### config.mk
export PLATFORM = sky130hd
export DESIGN_NAME = aes_core_arbiter_flat
export DESIGN_NICKNAME = d
export VERILOG_FILES = /design/src/rtl/aes_core_arbiter_pkg.sv /design/src/rtl/aes_core_arbiter_if.sv /design/src/rtl/aes_core_arbiter_rr.sv /design/src/rtl/aes_core_arbiter.sv /design/src/flat_wrapper.sv
export SDC_FILE = /design/constraint.sdc
export NUM_CORES = 1
export LEC_CHECK = 0
export CORE_AREA = 2 2 404 406
export DETAILED_ROUTE_END_ITERATION = 16
export DIE_AREA = 0 0 406 408
export MAX_ROUTING_LAYER = met4
export SLEW_MARGIN = 10
export SYNTH_ARGS = -nofsm -noshare
export SYNTH_HDL_FRONTEND = slang
export SYNTH_HIERARCHICAL = 1
export SYNTH_SLANG_ARGS = --single-unit
### constraint.sdc
create_clock -name pi_clk -period 4 [get_ports pi_clk]
set_clock_uncertainty 0.2 [all_clocks]
set_input_delay 1 -clock pi_clk [delete_from_list [all_inputs] [get_ports pi_clk]]
set_output_delay 1 -clock pi_clk [all_outputs]
set_load 0.005 [all_outputs]
### src/rtl/aes_core_arbiter_pkg.sv
// Shared constants for the AES core arbiter: widths, requester limit, FSM state codes
// and the round-robin pointer advance.
package aes_ctrl_pkg;

  localparam int AES_BLK_W = 128;
  localparam int REQ_ID_W  = 2;
  localparam int MAX_REQ   = 4;

  localparam logic [2:0] ST_IDLE   = 3'd0;
  localparam logic [2:0] ST_LAUNCH = 3'd1;
  localparam logic [2:0] ST_WAIT   = 3'd2;
  localparam logic [2:0] ST_RESP   = 3'd3;

  // Next round-robin start position after serving requester id out of n.
  function automatic logic [REQ_ID_W-1:0] rr_next(input logic [REQ_ID_W-1:0] id, input int n);
    logic [REQ_ID_W-1:0] nxt;
    if (int'(id) >= n - 1) begin
      nxt = '0;
    end else begin
      nxt = id + REQ_ID_W'(1);
    end
    return nxt;
  endfunction

endpackage

### src/rtl/aes_core_arbiter_if.sv
// Host request ports, AES core ports and response port of the arbiter, bundled.
// slave is the arbiter's view; master is the view of the surrounding logic.
interface aes_core_arbiter_if #(
  parameter int N_REQ = 2
) ();

  logic [N_REQ-1:0]                          pi_req_valid;
  logic [N_REQ*aes_ctrl_pkg::AES_BLK_W-1:0]  pi_req_key;
  logic [N_REQ*aes_ctrl_pkg::AES_BLK_W-1:0]  pi_req_data;
  logic [N_REQ-1:0]                          po_req_ready;
  logic [aes_ctrl_pkg::AES_BLK_W-1:0]        po_core_key;
  logic [aes_ctrl_pkg::AES_BLK_W-1:0]        po_core_data;
  logic                                      po_core_start;
  logic                                      po_core_key_change;
  logic                                      pi_core_done;
  logic [aes_ctrl_pkg::AES_BLK_W-1:0]        pi_core_data;
  logic                                      po_rsp_valid;
  logic [aes_ctrl_pkg::REQ_ID_W-1:0]         po_rsp_id;
  logic [aes_ctrl_pkg::AES_BLK_W-1:0]        po_rsp_data;
  logic                                      po_rsp_error;
  logic                                      pi_rsp_ready;
  logic                                      po_busy;

  modport slave (
    input  pi_req_valid, pi_req_key, pi_req_data, pi_core_done, pi_core_data, pi_rsp_ready,
    output po_req_ready, po_core_key, po_core_data, po_core_start, po_core_key_change,
           po_rsp_valid, po_rsp_id, po_rsp_data, po_rsp_error, po_busy
  );

  modport master (
    output pi_req_valid, pi_req_key, pi_req_data, pi_core_done, pi_core_data, pi_rsp_ready,
    input  po_req_ready, po_core_key, po_core_data, po_core_start, po_core_key_change,
           po_rsp_valid, po_rsp_id, po_rsp_data, po_rsp_error, po_busy
  );

endinterface

### src/rtl/aes_core_arbiter_rr.sv
// Combinational round-robin picker: first set request at or above ptr, wrapping around.
module aes_rr_arbiter
  import aes_ctrl_pkg::*;
#(
  parameter int N_REQ = 2
) (
  input  logic [N_REQ-1:0]    req,
  input  logic [REQ_ID_W-1:0] ptr,
  input  logic                en,
  output logic [N_REQ-1:0]    grant,
  output logic [REQ_ID_W-1:0] idx
);

  logic [MAX_REQ-1:0]  req_pad_s;
  logic [MAX_REQ-1:0]  grant_pad_s;
  logic [REQ_ID_W:0]   pos_s;
  logic                found_s;

  // Scan requesters starting at ptr; padding keeps indexing width-exact for any N_REQ.
  always_comb begin
    req_pad_s              = '0;
    req_pad_s[N_REQ-1:0]   = req;
    grant_pad_s            = '0;
    idx                    = '0;
    pos_s                  = '0;
    found_s                = 1'b0;
    for (int k = 0; k < N_REQ; k++) begin
      pos_s = {1'b0, ptr} + (REQ_ID_W+1)'(k);
      if (pos_s >= (REQ_ID_W+1)'(N_REQ)) begin
        pos_s = pos_s - (REQ_ID_W+1)'(N_REQ);
      end else begin
        pos_s = pos_s;
      end
      if (en && !found_s && req_pad_s[pos_s[REQ_ID_W-1:0]]) begin
        grant_pad_s[pos_s[REQ_ID_W-1:0]] = 1'b1;
        idx                              = pos_s[REQ_ID_W-1:0];
        found_s                          = 1'b1;
      end else begin
        found_s = found_s;
      end
    end
  end

  assign grant = grant_pad_s[N_REQ-1:0];

endmodule

### src/rtl/aes_core_arbiter.sv
// Shares one AES-128 core between N_REQ requesters: round-robin grant, launch with
// start pulse, wait for done under a watchdog, return a tagged response.
module aes_core_arbiter
  import aes_ctrl_pkg::*;
#(
  parameter int N_REQ          = 2,
  parameter int TIMEOUT_CYCLES = 255
) (
  input logic               pi_clk,
  input logic               pi_rst_n,
  aes_core_arbiter_if.slave bus
);

  localparam logic [15:0] TIMEOUT_LAST = 16'(TIMEOUT_CYCLES - 1);

  logic [2:0]           state_r;
  logic [REQ_ID_W-1:0]  rr_ptr_r;
  logic [REQ_ID_W-1:0]  id_r;
  logic [REQ_ID_W-1:0]  win_idx_s;
  logic [N_REQ-1:0]     grant_s;
  logic [AES_BLK_W-1:0] key_r;
  logic [AES_BLK_W-1:0] data_r;
  logic [AES_BLK_W-1:0] last_key_r;
  logic [AES_BLK_W-1:0] rsp_data_r;
  logic [AES_BLK_W-1:0] sel_key_s;
  logic [AES_BLK_W-1:0] sel_data_s;
  logic [15:0]          cnt_r;
  logic                 first_job_r;
  logic                 start_r;
  logic                 key_change_r;
  logic                 rsp_valid_r;
  logic                 rsp_err_r;
  logic                 busy_r;
  logic                 idle_s;
  logic                 accept_s;

  // Grants are only offered while idle and out of reset so ready is 0 during reset.
  assign idle_s   = (state_r == ST_IDLE) && pi_rst_n;
  assign accept_s = |(bus.pi_req_valid & grant_s);

  aes_rr_arbiter #(.N_REQ(N_REQ)) u_rr (
    .req   (bus.pi_req_valid),
    .ptr   (rr_ptr_r),
    .en    (idle_s),
    .grant (grant_s),
    .idx   (win_idx_s)
  );

  // Select the winning requester's key and plaintext.
  always_comb begin
    sel_key_s  = '0;
    sel_data_s = '0;
    for (int i = 0; i < N_REQ; i++) begin
      if (win_idx_s == REQ_ID_W'(i)) begin
        sel_key_s  = bus.pi_req_key[AES_BLK_W*i +: AES_BLK_W];
        sel_data_s = bus.pi_req_data[AES_BLK_W*i +: AES_BLK_W];
      end else begin
        sel_key_s  = sel_key_s;
        sel_data_s = sel_data_s;
      end
    end
  end

  // Job FSM with watchdog; start/key_change are set on accept so they are high only in LAUNCH.
  always_ff @(posedge pi_clk or negedge pi_rst_n) begin
    if (!pi_rst_n) begin
      state_r      <= ST_IDLE;
      rr_ptr_r     <= '0;
      id_r         <= '0;
      key_r        <= '0;
      data_r       <= '0;
      last_key_r   <= '0;
      rsp_data_r   <= '0;
      cnt_r        <= '0;
      first_job_r  <= 1'b1;
      start_r      <= 1'b0;
      key_change_r <= 1'b0;
      rsp_valid_r  <= 1'b0;
      rsp_err_r    <= 1'b0;
      busy_r       <= 1'b0;
    end else begin
      start_r      <= 1'b0;
      key_change_r <= 1'b0;
      case (state_r)
        ST_IDLE: begin
          if (accept_s) begin
            key_r        <= sel_key_s;
            data_r       <= sel_data_s;
            id_r         <= win_idx_s;
            start_r      <= 1'b1;
            key_change_r <= first_job_r || (sel_key_s != last_key_r);
            busy_r       <= 1'b1;
            state_r      <= ST_LAUNCH;
          end else begin
            state_r      <= ST_IDLE;
          end
        end
        ST_LAUNCH: begin
          last_key_r  <= key_r;
          first_job_r <= 1'b0;
          cnt_r       <= '0;
          state_r     <= ST_WAIT;
        end
        ST_WAIT: begin
          if (bus.pi_core_done) begin
            rsp_data_r  <= bus.pi_core_data;
            rsp_err_r   <= 1'b0;
            rsp_valid_r <= 1'b1;
            state_r     <= ST_RESP;
          end else if (cnt_r == TIMEOUT_LAST) begin
            rsp_data_r  <= '0;
            rsp_err_r   <= 1'b1;
            rsp_valid_r <= 1'b1;
            state_r     <= ST_RESP;
          end else begin
            cnt_r       <= cnt_r + 16'd1;
          end
        end
        ST_RESP: begin
          if (bus.pi_rsp_ready) begin
            rsp_valid_r <= 1'b0;
            rr_ptr_r    <= rr_next(id_r, N_REQ);
            busy_r      <= 1'b0;
            state_r     <= ST_IDLE;
          end else begin
            state_r     <= ST_RESP;
          end
        end
        default: begin
          rsp_valid_r <= 1'b0;
          busy_r      <= 1'b0;
          state_r     <= ST_IDLE;
        end
      endcase
    end
  end

  assign bus.po_req_ready       = grant_s;
  assign bus.po_core_key        = key_r;
  assign bus.po_core_data       = data_r;
  assign bus.po_core_start      = start_r;
  assign bus.po_core_key_change = key_change_r;
  assign bus.po_rsp_valid       = rsp_valid_r;
  assign bus.po_rsp_id          = id_r;
  assign bus.po_rsp_data        = rsp_data_r;
  assign bus.po_rsp_error       = rsp_err_r;
  assign bus.po_busy            = busy_r;

endmodule
### src/flat_wrapper.sv
// flat-port wrapper written by rule: the top's interface ports become plain ports
module aes_core_arbiter_flat import aes_ctrl_pkg::*;
#(
  parameter int N_REQ          = 2,
  parameter int TIMEOUT_CYCLES = 255
)
  (pi_clk, pi_rst_n, bus_pi_req_valid, bus_pi_req_key, bus_pi_req_data, bus_pi_core_done, bus_pi_core_data, bus_pi_rsp_ready, bus_po_req_ready, bus_po_core_key, bus_po_core_data, bus_po_core_start, bus_po_core_key_change, bus_po_rsp_valid, bus_po_rsp_id, bus_po_rsp_data, bus_po_rsp_error, bus_po_busy);
  aes_core_arbiter_if #(.N_REQ(N_REQ)) bus_i ();
  input logic pi_clk;
  input logic pi_rst_n;
  input wire logic [$bits(bus_i.pi_req_valid)-1:0] bus_pi_req_valid;
  input wire logic [$bits(bus_i.pi_req_key)-1:0] bus_pi_req_key;
  input wire logic [$bits(bus_i.pi_req_data)-1:0] bus_pi_req_data;
  input wire logic [$bits(bus_i.pi_core_done)-1:0] bus_pi_core_done;
  input wire logic [$bits(bus_i.pi_core_data)-1:0] bus_pi_core_data;
  input wire logic [$bits(bus_i.pi_rsp_ready)-1:0] bus_pi_rsp_ready;
  output wire logic [$bits(bus_i.po_req_ready)-1:0] bus_po_req_ready;
  output wire logic [$bits(bus_i.po_core_key)-1:0] bus_po_core_key;
  output wire logic [$bits(bus_i.po_core_data)-1:0] bus_po_core_data;
  output wire logic [$bits(bus_i.po_core_start)-1:0] bus_po_core_start;
  output wire logic [$bits(bus_i.po_core_key_change)-1:0] bus_po_core_key_change;
  output wire logic [$bits(bus_i.po_rsp_valid)-1:0] bus_po_rsp_valid;
  output wire logic [$bits(bus_i.po_rsp_id)-1:0] bus_po_rsp_id;
  output wire logic [$bits(bus_i.po_rsp_data)-1:0] bus_po_rsp_data;
  output wire logic [$bits(bus_i.po_rsp_error)-1:0] bus_po_rsp_error;
  output wire logic [$bits(bus_i.po_busy)-1:0] bus_po_busy;
  assign bus_i.pi_req_valid = bus_pi_req_valid;
  assign bus_i.pi_req_key = bus_pi_req_key;
  assign bus_i.pi_req_data = bus_pi_req_data;
  assign bus_i.pi_core_done = bus_pi_core_done;
  assign bus_i.pi_core_data = bus_pi_core_data;
  assign bus_i.pi_rsp_ready = bus_pi_rsp_ready;
  assign bus_po_req_ready = bus_i.po_req_ready;
  assign bus_po_core_key = bus_i.po_core_key;
  assign bus_po_core_data = bus_i.po_core_data;
  assign bus_po_core_start = bus_i.po_core_start;
  assign bus_po_core_key_change = bus_i.po_core_key_change;
  assign bus_po_rsp_valid = bus_i.po_rsp_valid;
  assign bus_po_rsp_id = bus_i.po_rsp_id;
  assign bus_po_rsp_data = bus_i.po_rsp_data;
  assign bus_po_rsp_error = bus_i.po_rsp_error;
  assign bus_po_busy = bus_i.po_busy;
  aes_core_arbiter #(.N_REQ(N_REQ), .TIMEOUT_CYCLES(TIMEOUT_CYCLES)) u_core (.pi_clk(pi_clk), .pi_rst_n(pi_rst_n), .bus(bus_i));
endmodule
==> impl_metrics.py, run 1 <==
metrics = {
    "outcome": {
        "status": "completed",
    },
    "power": {
        "total_power_uw": 27500,
        "ir_worst_vdd_uv": 287,
        "p_leak_uw": 0.0172,
        "powerDensity_mw_per_mm2": 644,
    },
    "timing": {
        "tightest_slew_ns": 1.02,
        "min_period_ns": 3.82,
        "setup_viol": 0,
        "slew_headroom_pct": 32.0,
        "final.period_utilization_pct": 95.6,
        "max_freq_ghz": 0.262,
        "hold_ws_ns": 0.251,
        "rsz0062_at_grt": "no",
        "finalHoldViolCount": 0,
        "final_max_slew_viol_count": 0,
        "setup_tns_ns": 0,
    },
    "clock_tree": {
        "clock_tree.root_cell": "clkbuf_16",
        "cts_max_level": 3,
        "clockBufferDepth": 3,
        "clkSinkCount": 540,
        "path_clk_slew_ns": 0.06,
        "cts_tree": "yes",
        "cts_buffers": 72,
        "clock_latency_ns": 0.68,
    },
    "drt": {
        "wirelength_mm": 142,
        "wl_per_cell_um": 24.3,
        "antenna_left": 0,
        "avgViaCountPerCell": 4.07,
        "drt-pass1-iter-count": 5,
        "drt-initial-drc-count": 1429,
        "vias": 23800,
        "drc": 0,
    },
    "setup_path": {
        "worst_ep_required_time_ns": 4.33,
        "crit_fanout": 12,
        "crit_type": "primary input to register",
        "end_kind": "register",
        "cp.arrival_ns": 4.15,
        "setup.worst_path.start_class": "primary input",
    },
    "global_route": {
        "antenna_found_initial": 53,
        "grt_pass1_wl_mm": 192,
        "grt.overflow.total": 0,
        "gr-usage-all-layers_pct": 17.0,
        "grt_max_degree": 381,
        "first_global_vias": 23800,
    },
    "floorplan": {
        "core_sq_mm": 0.162,
        "die_x_um": 406,
        "rows": 148,
        "pin_count": 1039,
        "die_h_um": 408,
        "initial_core_util_pct": 16.0,
        "design.die.area_sq_mm": 0.166,
    },
    "placed_design": {
        "gp_congestion": 0.937,
        "dp.cells": 5684,
        "port_buffers": 1038,
        "dp_hpwl_mm": 114,
    },
    "finish": {
        "drive_gt1_share_pct": 14.0,
        "syn_to_final_growth_pct": 65.2,
        "final_core_util_pct": 26.4,
        "seq_area_sq_mm": 0.0135,
        "layout.nets": 4241,
        "layoutNonFillerInstCount": 5841,
        "fill_cells": 17100,
        "multi_input_area_sq_mm": 0.0116,
    },
    "synthesis": {
        "synthArstFlopShare_pct": 100,
        "syn_area_sq_mm": 0.0259,
        "synth_fa_ha_area_share_pct": 0.339,
        "ys.flop_type": "dfrtp_1",
        "netlist_instances": 2476,
        "synthSimpleGateAreaFrac_pct": 12.6,
        "synth_edf_count": 0,
        "synthXorXnorAreaFrac_pct": 1.86,
        "synth_compound_area_share_pct": 12.9,
        "postSynthAreaPerCell_sq_um": 10.4,
        "synth-seq-cells": 540,
        "synth_top_family_by_area": "multiplexers",
        "synthDistinctLibCells": 63,
        "synth-seq-area-share_pct": 52.3,
        "synth_mux_area_share_pct": 16.5,
        "syn_nets": 3129,
        "ys.warnings.count": 6,
    },
    "job": {
        "cap_violations": 0,
    },
    "worst_hold_path": {
        "hp-class": "register to register",
    },
}
[routing by layer]
layer / vias to the layer above / part of all wire (%) / global-route usage, %
met3: 151 / 6.1 / 3.71
met5: - / 0 / -
met4: 0 / 2.5 / 5.10
met2: 848 / 51 / 29.4
met1: 11700 / 41 / 19.7
li1: 11100 / - / -
[critical path, stage by stage]
cell and delay (ns):
clkdlybuf4s50_1 0.53, nand2_1 0.13, a21oi_4 0.15, buf_12 0.19
buf_16 0.17, buf_4 0.13, mux2i_1 0.12, o21ai_1 0.27
o21ai_2 0.14, buf_4 0.19, nor4_2 0.18, buf_4 0.15
nand4_1 0.36, nor3_2 0.29, a31oi_1 0.11
[final cells by class]
type	instances	share of cell area [%]
timing repair buffer	1226	28.5
tap	2175	6.37
sequential	540	31.6
multi-input combinational	1731	27.2
inverter	17	0.149
clock buffer	94	4.69
antenna	23	0.135
clock inverter	35	1.23
[timing repair]
action / in CTS / in global routing
hold endpoints to repair: 0 / 0
endpoints found under the setup margin: 1 / 1
resized for setup: 10 / 21
hold buffers: 0 / 0
setup buffers: 0 / 4
pin swaps: 2 / 6
gates cloned: 1 / 0
[worst paths after layout]
kind                       depth (start not counted)                                 endpoint  slack, ns                            from
setup / recovery                                  15  u_core/bus.po_core_key_change$_DFF_PN0_       0.18             bus_pi_req_valid[1]
hold / removal                                     2           u_core/first_job_r$_DFFE_PN1P_       0.25  u_core/first_job_r$_DFFE_PN1P_
setup reg to reg                                  17  u_core/bus.po_core_key_change$_DFF_PN0_       0.19   u_core/state_r[1]$_DFFE_PN0P_
hold reg to reg                                    2           u_core/first_job_r$_DFFE_PN1P_       0.25  u_core/first_job_r$_DFFE_PN1P_
max in group asynchronous                          4    u_core/bus.po_rsp_data[4]$_DFFE_PN0P_       1.59                        pi_rst_n
min in group asynchronous                          3  u_core/bus.po_core_data[19]$_DFFE_PN0P_       0.34                        pi_rst_n
[report_power, final]
group          internal (uW)  switching, uW  leakage (uW)
Sequential              7690           1590       0.00704
Clock                   4170           2810       0.00125
Combinational           5980           5260       0.00888
Total                  17800           9660        0.0172
[placed cells by master, fill, tap and decap left out, types with 24 or more instances in the layout]
cell type and instances:
clkdlybuf4s50_1 1037, nand2_1 544, dfrtp_1 539, mux2i_1 225, o31ai_1 216, o21ai_0 197, mux2_2 158, buf_4 158
clkbuf_16 72, xor2_1 47, nor2_1 40, nor3_1 32, buf_12 27, nand4_1 26, a21oi_1 25, or3_1 24
[per-stage QoR]
stage,worst slack (ns),instance area (sq um)
3_5_place_dp,-1.12,39900
2_1_floorplan,0.502,25900
6_report,0.177,42700
3_3_place_gp,-1.11,39900
4_1_cts,0.00548,42500
5_1_grt,0.0119,42700
[state kept, by name (all words and copies together) (netlist names), 2 cells and up]
signal,flops
u_core/bus.po_core_key,128
u_core/rr_ptr_r,2
u_core/state_r,2
u_core/bus.po_rsp_id,2
u_core/bus.po_rsp_data,128
u_core/cnt_r,16
u_core/bus.po_core_data,128
u_core/last_key_r,128
[cell usage after synthesis, types with 7 or more instances]
| master | number | area [sq um] |
|---|---|---|
| a22oi_1 | 11 | 82.6 |
| dfrtp_1 | 539 | 13500 |
| nor2b_1 | 13 | 81.3 |
| buf_4 | 7 | 52.6 |
| nand4_1 | 26 | 163 |
| ha_1 | 7 | 87.6 |
| buf_2 | 23 | 115 |
| nor3b_1 | 16 | 120 |
| nor3_1 | 33 | 165 |
| a21oi_1 | 26 | 130 |
| mux2i_1 | 236 | 2360 |
| or3_1 | 24 | 150 |
| xnor2_1 | 8 | 70.1 |
| mux2_2 | 158 | 1780 |
| xor2_1 | 47 | 412 |
| o31ai_1 | 217 | 1630 |
| o32ai_1 | 16 | 140 |
| buf_6 | 9 | 101 |
| o21ai_0 | 200 | 1000 |
| nand3_1 | 12 | 60.1 |
| buf_1 | 12 | 45.0 |
| nand2_1 | 545 | 2050 |
| nor2_1 | 40 | 150 |
| a31oi_1 | 8 | 50.1 |
| clkbuf_1 | 135 | 507 |
| nor4_1 | 13 | 81.3 |
| inv_1 | 16 | 60.1 |
[cells by family (layout without fill, tap and decap cells)]
group / Yosys count / in the layout
buf+inv: 205 / 1372
mux: 402 / 402
xor+xnor: 55 / 55
other cells: 1 / 24
compound gates: 514 / 514
simple gates: 752 / 752
fa+ha+maj: 7 / 7
flops: 540 / 540
No activity file was read; power rests on OpenSTA's default activity.
==> run 2, diff against run 1 <==
--- a/config.mk
+++ b/config.mk
@@ -9,7 +9,6 @@
 export DETAILED_ROUTE_END_ITERATION = 16
 export DIE_AREA = 0 0 406 408
 export MAX_ROUTING_LAYER = met4
-export SLEW_MARGIN = 10
 export SYNTH_ARGS = -nofsm -noshare
 export SYNTH_HDL_FRONTEND = slang
 export SYNTH_HIERARCHICAL = 1
==> results of run 2 <==
The final DEF is identical to that of run 1; final timing and power are the same.
